**src/rtl/toggle_pulse_sender_if.sv**
```systemverilog
// ============================================================================
// toggle_pulse_sender_if : event/handshake bundle of the toggle pulse sender
// Rev 1.0
// ============================================================================
`default_nettype none

interface toggle_pulse_sender_if #(
   parameter int CNT_W = 4
);
   logic             i_pulse;
   logic             i_ack_tgl;
   logic             i_clr_ovf;
   logic             o_req_tgl;
   logic             o_busy;
   logic [CNT_W-1:0] o_pending;
   logic             o_overflow;

   modport master (
      output i_pulse, i_ack_tgl, i_clr_ovf,
      input  o_req_tgl, o_busy, o_pending, o_overflow
   );

   modport slave (
      input  i_pulse, i_ack_tgl, i_clr_ovf,
      output o_req_tgl, o_busy, o_pending, o_overflow
   );
endinterface

`default_nettype wire

```
**src/rtl/toggle_pulse_sender.sv**
```systemverilog
// ============================================================================
// toggle_pulse_sender : pulse-to-toggle source of a two-phase event crossing
// Rev 1.0
// ============================================================================
`default_nettype none

module toggle_pulse_sender #(
   parameter int SYNC_STAGES = 2,
   parameter int CNT_W       = 4
) (
   input  wire logic               i_clk,
   input  wire logic               i_rst_n,
   toggle_pulse_sender_if.slave    bus
);

   localparam logic [CNT_W-1:0] C_CNT_MAX = '1;
   localparam logic [CNT_W-1:0] C_CNT_ONE = CNT_W'(1);

   typedef enum logic [0:0] {
      IDLE     = 1'b0,
      WAIT_ACK = 1'b1
   } state_t;

   state_t                 r_state;
   state_t                 w_state_nxt;
   logic [SYNC_STAGES-1:0] r_ack_s;
   logic                   r_req_tgl;
   logic [CNT_W-1:0]       r_pending;
   logic [CNT_W-1:0]       w_pending_nxt;
   logic                   r_overflow;
   logic                   w_launch;
   logic                   w_drop;
   logic                   w_handshake;

   assign w_handshake = (r_ack_s[SYNC_STAGES-1] == r_req_tgl);

   always_ff @(posedge i_clk or negedge i_rst_n) begin
      if (!i_rst_n) begin
         r_state    <= IDLE;
         r_ack_s    <= '0;
         r_req_tgl  <= 1'b0;
         r_pending  <= '0;
         r_overflow <= 1'b0;
      end else begin
         r_state    <= w_state_nxt;
         r_ack_s    <= {r_ack_s[SYNC_STAGES-2:0], bus.i_ack_tgl};
         r_req_tgl  <= r_req_tgl ^ w_launch;
         r_pending  <= w_pending_nxt;
         if (w_drop)
            r_overflow <= 1'b1;
         else if (bus.i_clr_ovf)
            r_overflow <= 1'b0;
      end
   end

   // Launch decisions look only at the registered count, so a same-cycle pulse waits one edge
   always_comb begin
      w_state_nxt = r_state;
      w_launch    = 1'b0;
      case (r_state)
         IDLE: begin
            if (r_pending != '0) begin
               w_launch    = 1'b1;
               w_state_nxt = WAIT_ACK;
            end
         end
         WAIT_ACK: begin
            if (w_handshake) begin
               if (r_pending != '0)
                  w_launch = 1'b1;
               else
                  w_state_nxt = IDLE;
            end
         end
         default: w_state_nxt = IDLE;
      endcase
   end

   always_comb begin
      w_pending_nxt = r_pending;
      w_drop        = 1'b0;
      case ({bus.i_pulse, w_launch})
         2'b10: begin
            if (r_pending == C_CNT_MAX)
               w_drop = 1'b1;
            else
               w_pending_nxt = r_pending + C_CNT_ONE;
         end
         2'b01:   w_pending_nxt = r_pending - C_CNT_ONE;
         default: w_pending_nxt = r_pending;
      endcase
   end

   assign bus.o_req_tgl  = r_req_tgl;
   assign bus.o_busy     = (r_state == WAIT_ACK);
   assign bus.o_pending  = r_pending;
   assign bus.o_overflow = r_overflow;

endmodule

`default_nettype wire

```
**src/flat_wrapper.sv**
```systemverilog
// flat-port wrapper written by rule: the top's interface ports become plain ports
module toggle_pulse_sender_flat 
#(
   parameter int SYNC_STAGES = 2,
   parameter int CNT_W       = 4
)
  (i_clk, i_rst_n, bus_i_pulse, bus_i_ack_tgl, bus_i_clr_ovf, bus_o_req_tgl, bus_o_busy, bus_o_pending, bus_o_overflow);
  toggle_pulse_sender_if #(.CNT_W(CNT_W)) bus_i ();
  input  wire logic i_clk;
  input  wire logic i_rst_n;
  input wire logic [$bits(bus_i.i_pulse)-1:0] bus_i_pulse;
  input wire logic [$bits(bus_i.i_ack_tgl)-1:0] bus_i_ack_tgl;
  input wire logic [$bits(bus_i.i_clr_ovf)-1:0] bus_i_clr_ovf;
  output wire logic [$bits(bus_i.o_req_tgl)-1:0] bus_o_req_tgl;
  output wire logic [$bits(bus_i.o_busy)-1:0] bus_o_busy;
  output wire logic [$bits(bus_i.o_pending)-1:0] bus_o_pending;
  output wire logic [$bits(bus_i.o_overflow)-1:0] bus_o_overflow;
  assign bus_i.i_pulse = bus_i_pulse;
  assign bus_i.i_ack_tgl = bus_i_ack_tgl;
  assign bus_i.i_clr_ovf = bus_i_clr_ovf;
  assign bus_o_req_tgl = bus_i.o_req_tgl;
  assign bus_o_busy = bus_i.o_busy;
  assign bus_o_pending = bus_i.o_pending;
  assign bus_o_overflow = bus_i.o_overflow;
  toggle_pulse_sender #(.SYNC_STAGES(SYNC_STAGES), .CNT_W(CNT_W)) u_core (.i_clk(i_clk), .i_rst_n(i_rst_n), .bus(bus_i));
endmodule
```
**config.mk**
```make
export PLATFORM = sky130hd
export DESIGN_NAME = toggle_pulse_sender_flat
export DESIGN_NICKNAME = d
export VERILOG_FILES = /design/src/rtl/toggle_pulse_sender_if.sv /design/src/rtl/toggle_pulse_sender.sv /design/src/flat_wrapper.sv
export SDC_FILE = /design/constraint.sdc
export NUM_CORES = 1
export LEC_CHECK = 0
export CAP_MARGIN = 20
export CORE_AREA = 2 2 39 41
export DETAILED_ROUTE_END_ITERATION = 8
export DIE_AREA = 0 0 41 43
export SYNTH_ARGS = -nofsm -noshare
export SYNTH_HDL_FRONTEND = slang
export SYNTH_SLANG_ARGS = --single-unit
```
**constraint.sdc**
```tcl
create_clock -name i_clk -period 3.6 [get_ports i_clk]
set_clock_uncertainty 0.05 [all_clocks]
set_input_delay 0.72 -clock i_clk [delete_from_list [all_inputs] [get_ports i_clk]]
set_output_delay 0.72 -clock i_clk [all_outputs]
set_load 0.01 [all_outputs]
```
==> results.yml, run 1 <==
global_route:
  wire_length_of_the_first_global_routing_pass_um: 1490
  number_of_antenna_violations_at_the_first_check_in_global_routing: 0
  track_usage_pct: 12.6
  grt_start_max_net_pins: 13
  first_global_vias: 332
  gr-total-overflow: 0
pwr:
  report.power.total_mw: 0.531
  worst_ir_drop_vdd_mv: 0.286
  cellLeakagePower_nw: 0.252
  power.density_cell_area_nw_per_um2: 852
synthesis:
  syn_area_um2: 490
  synth-edff-count: 0
  synth_sequential_area_ratio_pct: 45.9
  yosys.area.top_type_share_pct: 45.9
  post_synth_num_cell_types: 30
  postSynthNetCount: 51
  synth_area_per_cell_um2: 10.9
  synth.largest_area_cell: "dfrtp_1"
  postSynthRegisterBits: 9
  synth_warnings: 0
  synth.top_cells.by_area: "dfrtp_1 (46%), xnor2_1 (3.6%), xor2_1 (3.6%)"
  synth-async-reset-ratio_pct: 100
  top_ff_cell_synth: "dfrtp_1"
  synth_cells: 45
  synth.top_cells.by_count: "dfrtp_1 (9), inv_1 (3), o21ai_0 (3)"
  yosys.cell_count.top_type: "dfrtp_1"
final_layout:
  final_cell_area_um2: 623
  finish.net_count: 64
  multi_input_comb_area_um2: 230
  fillerInstances: 138
  layout-drive-gt1-share_pct: 14.0
  post_layout_nonfiller_instances: 73
  ff_latch_area_um2: 225
  flow.area_growth_from_synthesis_pct: 27.0
  antenna_cells: 0
sta:
  setup_viol: 0
  final.setup.tns_ns: 0
  pins_over_their_slew_limit: 0
  timing.fmax_ghz: 0.410
  finalCritPeriodShare_pct: 67.7
  rsz0062_at_grt: "false"
  period_minus_slack_ns: 2.44
  timing_hold_violations_final: 0
  timing_worst_slew_pin_value_ns: 0.416
  finalHoldWorstSlack_ns: 0.297
  max-slew-margin-rel_pct: 72.2
cts:
  cts_resized: 0
  hold_bufs_inserted_after_cts: 0
  cts_tree: "yes"
  clock_root_buffer: "clkbuf_4"
  cts_buffers: 3
  postCtsSetupRepairBufs: 0
  insertion_delay_ns: 0.25
  number_of_sinks_driven_by_the_clock_tree: 9
  clkSlewWorstSetupHoldPaths_ns: 0.06
  cts-htree-levels: 1
  ctsLongestPathBuffers: 2
routing:
  initialDrtViolationCount: 4
  ant_nets: 0
  routedWlPerCell_um: 12.3
  vias_per_cell: 5.26
  dr.max_layer_used: "met4"
  wl_met3_um: 45
  postRouteWirelength_um: 896
  route.detailed.drc: 0
  met1_length_um: 432
  dr_wl_met2_um: 401
  detail_route.first_pass.iterations: 4
  routed-via-count: 384
placement:
  placedCellCount: 69
  placedInstanceArea_um2: 597
  globalplace.congestion: 0.665
  numPortBuffers: 11
  detailed_place_hpwl_um: 637
critical_path:
  worst_ep_required_time_ns: 3.74
  worstPathCellList: "clkdlybuf4s50_1 > nor2_1 > xnor2_1 > ha_1 > or3_1 > o21ai_0 > a2bb2oi_2"
  critical_path.max_fanout: 12
  critPathArrivalTime_ns: 2.57
  critical_path.slowest_cell: "clkdlybuf4s50_1"
  worst_setup_path_end_kind: "flip-flop"
  crit_path_class: "input port to flip-flop"
  timing.critical_path.slowest_cell_delay_ns: 0.72
  setup.worst_path.start_class: "input port"
floorplanning:
  dieWidth_um: 41
  placeable_area_um2: 1380
  floorplan.initialDensity_pct: 35.4
  boundaryPins: 12
  die_outline_height_um: 43
  overall_die_area_um2: 1760
  floorplan.rows: 14
min_path:
  hold_class: "flip-flop to flip-flop"
flow_run:
  maxCapViolCount: 0
status:
  result_of_the_run: "completed"
==> kinds of logic (layout without fill, tap and decap cells) <==
kind of cell | after synthesis | after routing | share of synthesized area (%)
compound gates | 12 | 12 | 18.9
simple gates | 12 | 12 | 16.3
flops | 9 | 9 | 45.9
buf+inv | 6 | 18 | 7.14
xor+xnor | 4 | 4 | 7.14
fa+ha+maj | 1 | 1 | 2.55
mux | 1 | 1 | 2.04
==> registers in the layout (all words and copies together), names as in the netlist <==
name	flops
u_core.bus.o_pending	4
u_core.bus.o_overflow	1
u_core.bus.o_busy	1
u_core.bus.o_req_tgl	1
u_core.r_ack_s	2
==> worst max-delay path: cells and delay by family <==
kind | cells | cell delay, ns
AOI/OAI and AO/OA | 2 | 0.35
buffers and inverters | 1 | 0.72
xor gates and xnor gates | 1 | 0.14
adders and majority gates | 1 | 0.20
and+or+nand+nor | 2 | 0.43
==> cells in the final DEF (no fill, tap or decap), drive strengths merged <==
| cell | n |
|---|---|
| ha | 1 |
| a2bb2oi | 1 |
| dfrtp | 9 |
| a21o | 1 |
| xor2 | 2 |
| nor3 | 1 |
| nand3 | 1 |
| clkbuf | 4 |
| o21ai | 3 |
| o41ai | 1 |
| inv | 3 |
| o21a | 1 |
| clkdlybuf4s50 | 11 |
| nor2 | 1 |
| mux2i | 1 |
| o22ai | 1 |
| nand2 | 1 |
| a211oi | 1 |
| a31oi | 1 |
| and2 | 1 |
| nand2b | 1 |
| and3 | 1 |
| nand4 | 2 |
| and4b | 1 |
| nor4 | 1 |
| a21oi | 1 |
| xnor2 | 2 |
| a41oi | 1 |
| or3 | 1 |
==> layout make-up <==
type                            instances  area share [%]
Multi-Input combinational cell         30            36.9
Clock buffer                            4            4.22
Inverter                                3            1.81
Timing Repair Buffer                   11            17.7
Tap cell                               16            3.21
Sequential cell                         9            36.1
==> routing by layer <==
metal	global-route usage [%]	vias to the layer above
li1	-	188
met1	19.3	184
met2	15.9	10
met3	1.57	2
met4	8.00	0
met5	0	-
==> power breakdown <==
| part | internal [mW] | switching [mW] | total, mW |
|---|---|---|---|
| sequential | 0.133 | 0.0477 | 0.180 |
| combinational | 0.148 | 0.127 | 0.275 |
| clock | 0.0426 | 0.0334 | 0.0760 |
| total | 0.323 | 0.208 | 0.531 |
==> stage by stage <==
stage | worst slack, ns | utilization [%]
floorplan | 1.50 | -
CTS | 1.15 | 45.0
detailed placement | 0.889 | 43.1
finish | 1.16 | 45.0
global placement | 0.944 | 43.1
global route | 1.02 | 45.0
==> final timing paths <==
kind,start,endpoint,slack [ns],cells after the start
max reg2reg,u_core.bus.o_pending[2],u_core.bus.o_pending[2],1.26,8
min in group asynchronous,i_rst_n,u_core.bus.o_pending[0],0.71,1
min reg2reg,u_core.r_ack_s[0],u_core.r_ack_s[1],0.30,0
max,bus_i_pulse,u_core.bus.o_pending[2],1.16,7
max in group asynchronous,i_rst_n,u_core.bus.o_req_tgl,2.49,1
min,u_core.r_ack_s[0],u_core.r_ack_s[1],0.30,0
(Power assumes the default switching activity.)
==> inputs of run 2 (changes only) <==
Clock period 3.6 ns to 2 ns, I/O delays scaled along.
==> results.yml, run 2 (same netlist as run 1, synthesis figures left out) <==
final_layout:
  layout.cells.most_common: "clkdlybuf4s50_1"
  post_layout_nonfiller_instances: 82
  fillerInstances: 136
  flow.area_growth_from_synthesis_pct: 48.5
  max_ffs_per_register: 4
  finish.net_count: 73
  most_used_cells_in_the_layout_excluding_fill_and_tap_cells: "clkdlybuf4s50_1 (11), buf_4 (9), dfrtp_1 (9), inv_1 (3), clkbuf_4 (3)"
  layout-drive-gt1-share_pct: 34.8
  final_cell_area_um2: 728
  final_core_util_pct: 52.6
  antenna_cells: 0
cts:
  cts_tree: "yes"
  cts_buffers: 3
  clock_root_buffer: "clkbuf_4"
  number_of_sinks_driven_by_the_clock_tree: 9
  ctsLongestPathBuffers: 2
  clkSlewWorstSetupHoldPaths_ns: 0.06
  cts-htree-levels: 1
  insertion_delay_ns: 0.26
global_route:
  first_global_vias: 387
  track_usage_pct: 16.0
  number_of_antenna_violations_at_the_first_check_in_global_routing: 0
  gr-total-overflow: 0
  grt_start_max_net_pins: 12
  wire_length_of_the_first_global_routing_pass_um: 1790
pwr:
  cellLeakagePower_nw: 0.306
  worst_ir_drop_vdd_mv: 0.698
  power.density_cell_area_nw_per_um2: 1580
placement:
  placedInstanceArea_um2: 657
  detailed_place_hpwl_um: 810
  post-place-ws_ns: 0.00636
  placedCellCount: 77
  globalplace.congestion: 0.680
  numPortBuffers: 11
routing:
  routedWlPerCell_um: 14.3
  routed-via-count: 430
  initialDrtViolationCount: 2
  route.detailed.drc: 0
  ant_nets: 0
  postRouteWirelength_um: 1170
  detail_route.first_pass.iterations: 4
  vias_per_cell: 5.24
critical_path:
  timing.rr.start: "u_core.bus.o_pending[0]"
  worst_ep_required_time_ns: 2.10
  timing.critical_path.from: "u_core.bus.o_pending[0]"
  worst_reg_to_reg_cells: 8
  crit_path_class: "flip-flop to flip-flop"
  critical_path.max_fanout: 2
  setup.worst_path.start_class: "flip-flop"
  reg2reg_slack_ns: 0.02
  critPathArrivalTime_ns: 2.08
  timing.rr.end: "u_core.bus.o_pending[2]"
  worst_setup_path_end_kind: "flip-flop"
min_path:
  hold_class: "flip-flop to flip-flop"
  hp-start: "u_core.r_ack_s[0]"
  hold-path-cell-count: 0
  hold_path_end: "u_core.r_ack_s[1]"
sta:
  setup_viol: 0
  pins_over_their_slew_limit: 0
  setup_ws_ns: 0.0175
  timing_worst_slew_pin_value_ns: 0.420
  timing.fmax_ghz: 0.504
  max-slew-margin-rel_pct: 71.9
  finalCritPeriodShare_pct: 99.1
  finalHoldWorstSlack_ns: 0.303
  rsz0062_at_grt: "true"
  period_minus_slack_ns: 1.98
  timing_hold_violations_final: 0
floorplanning:
  placeable_area_um2: 1380
  floorplan.initialDensity_pct: 35.4
  dieWidth_um: 41
  floorplan.rows: 14
  die_outline_height_um: 43
  boundaryPins: 12
  overall_die_area_um2: 1760
flow_run:
  maxCapViolCount: 0
status:
  result_of_the_run: "completed"
==> run 2: per-layer routing <==
metal	vias to the layer above	GRT usage, %	part of all wire [%]
met5	-	0	0
met4	0	10.0	1.7
met3	2	6.28	3.1
met2	8	21.6	52
met1	216	20.3	43
li1	204	-	-
==> run 2: repair_timing <==
item,in CTS,in global routing
hold buffers,0,0
resized for setup,0,7
hold endpoints to repair,0,0
setup buffers,0,1
setup endpoints to repair,0,1
==> run 2: area by class of cell <==
class                   count  area [um^2]  share of cell area, %
flip-flops and latches      9          225                   30.9
multi-input cells          30          268                   36.8
well taps                  16         20.0                   2.75
repair buffers             20          178                   24.4
inverters                   3         11.3                   1.55
clock buffers               4         26.3                   3.61
==> run 2: metrics by stage <==
stage                     power (mW)  TNS, ns
after CTS                       1.09        0
after floorplan                0.682  -0.0726
after global placement         0.927        0
after detailed placement       0.945        0
final                           1.15        0
after global routing            1.24  -0.0514
==> run 2: worst max-delay path by stage <==
stage                              end  cells after the start
3_3_place_gp   u_core.bus.o_pending[2]                      7
2_1_floorplan  u_core.bus.o_pending[2]                      9
3_5_place_dp   u_core.bus.o_pending[2]                      7
5_1_grt        u_core.bus.o_pending[2]                      8
6_report       u_core.bus.o_pending[2]                      8
4_1_cts        u_core.bus.o_pending[2]                      8
==> run 2: where the power goes <==
part / switching [mW] / leakage [nW] / internal [mW]
Clock: 0.0640 / 0.0150 / 0.0769
Combinational: 0.329 / 0.192 / 0.382
Sequential: 0.0585 / 0.0994 / 0.239
Total: 0.452 / 0.306 / 0.698
==> run 2: critical path: stages, from the launching register on <==
cell,delay [ns]
dfrtp_1,0.41
nor4_4,0.32
a21o_1,0.17
nor2_2,0.06
xnor2_2,0.12
ha_2,0.18
or3_4,0.33
mux2i_1,0.16
a2bb2oi_2,0.07
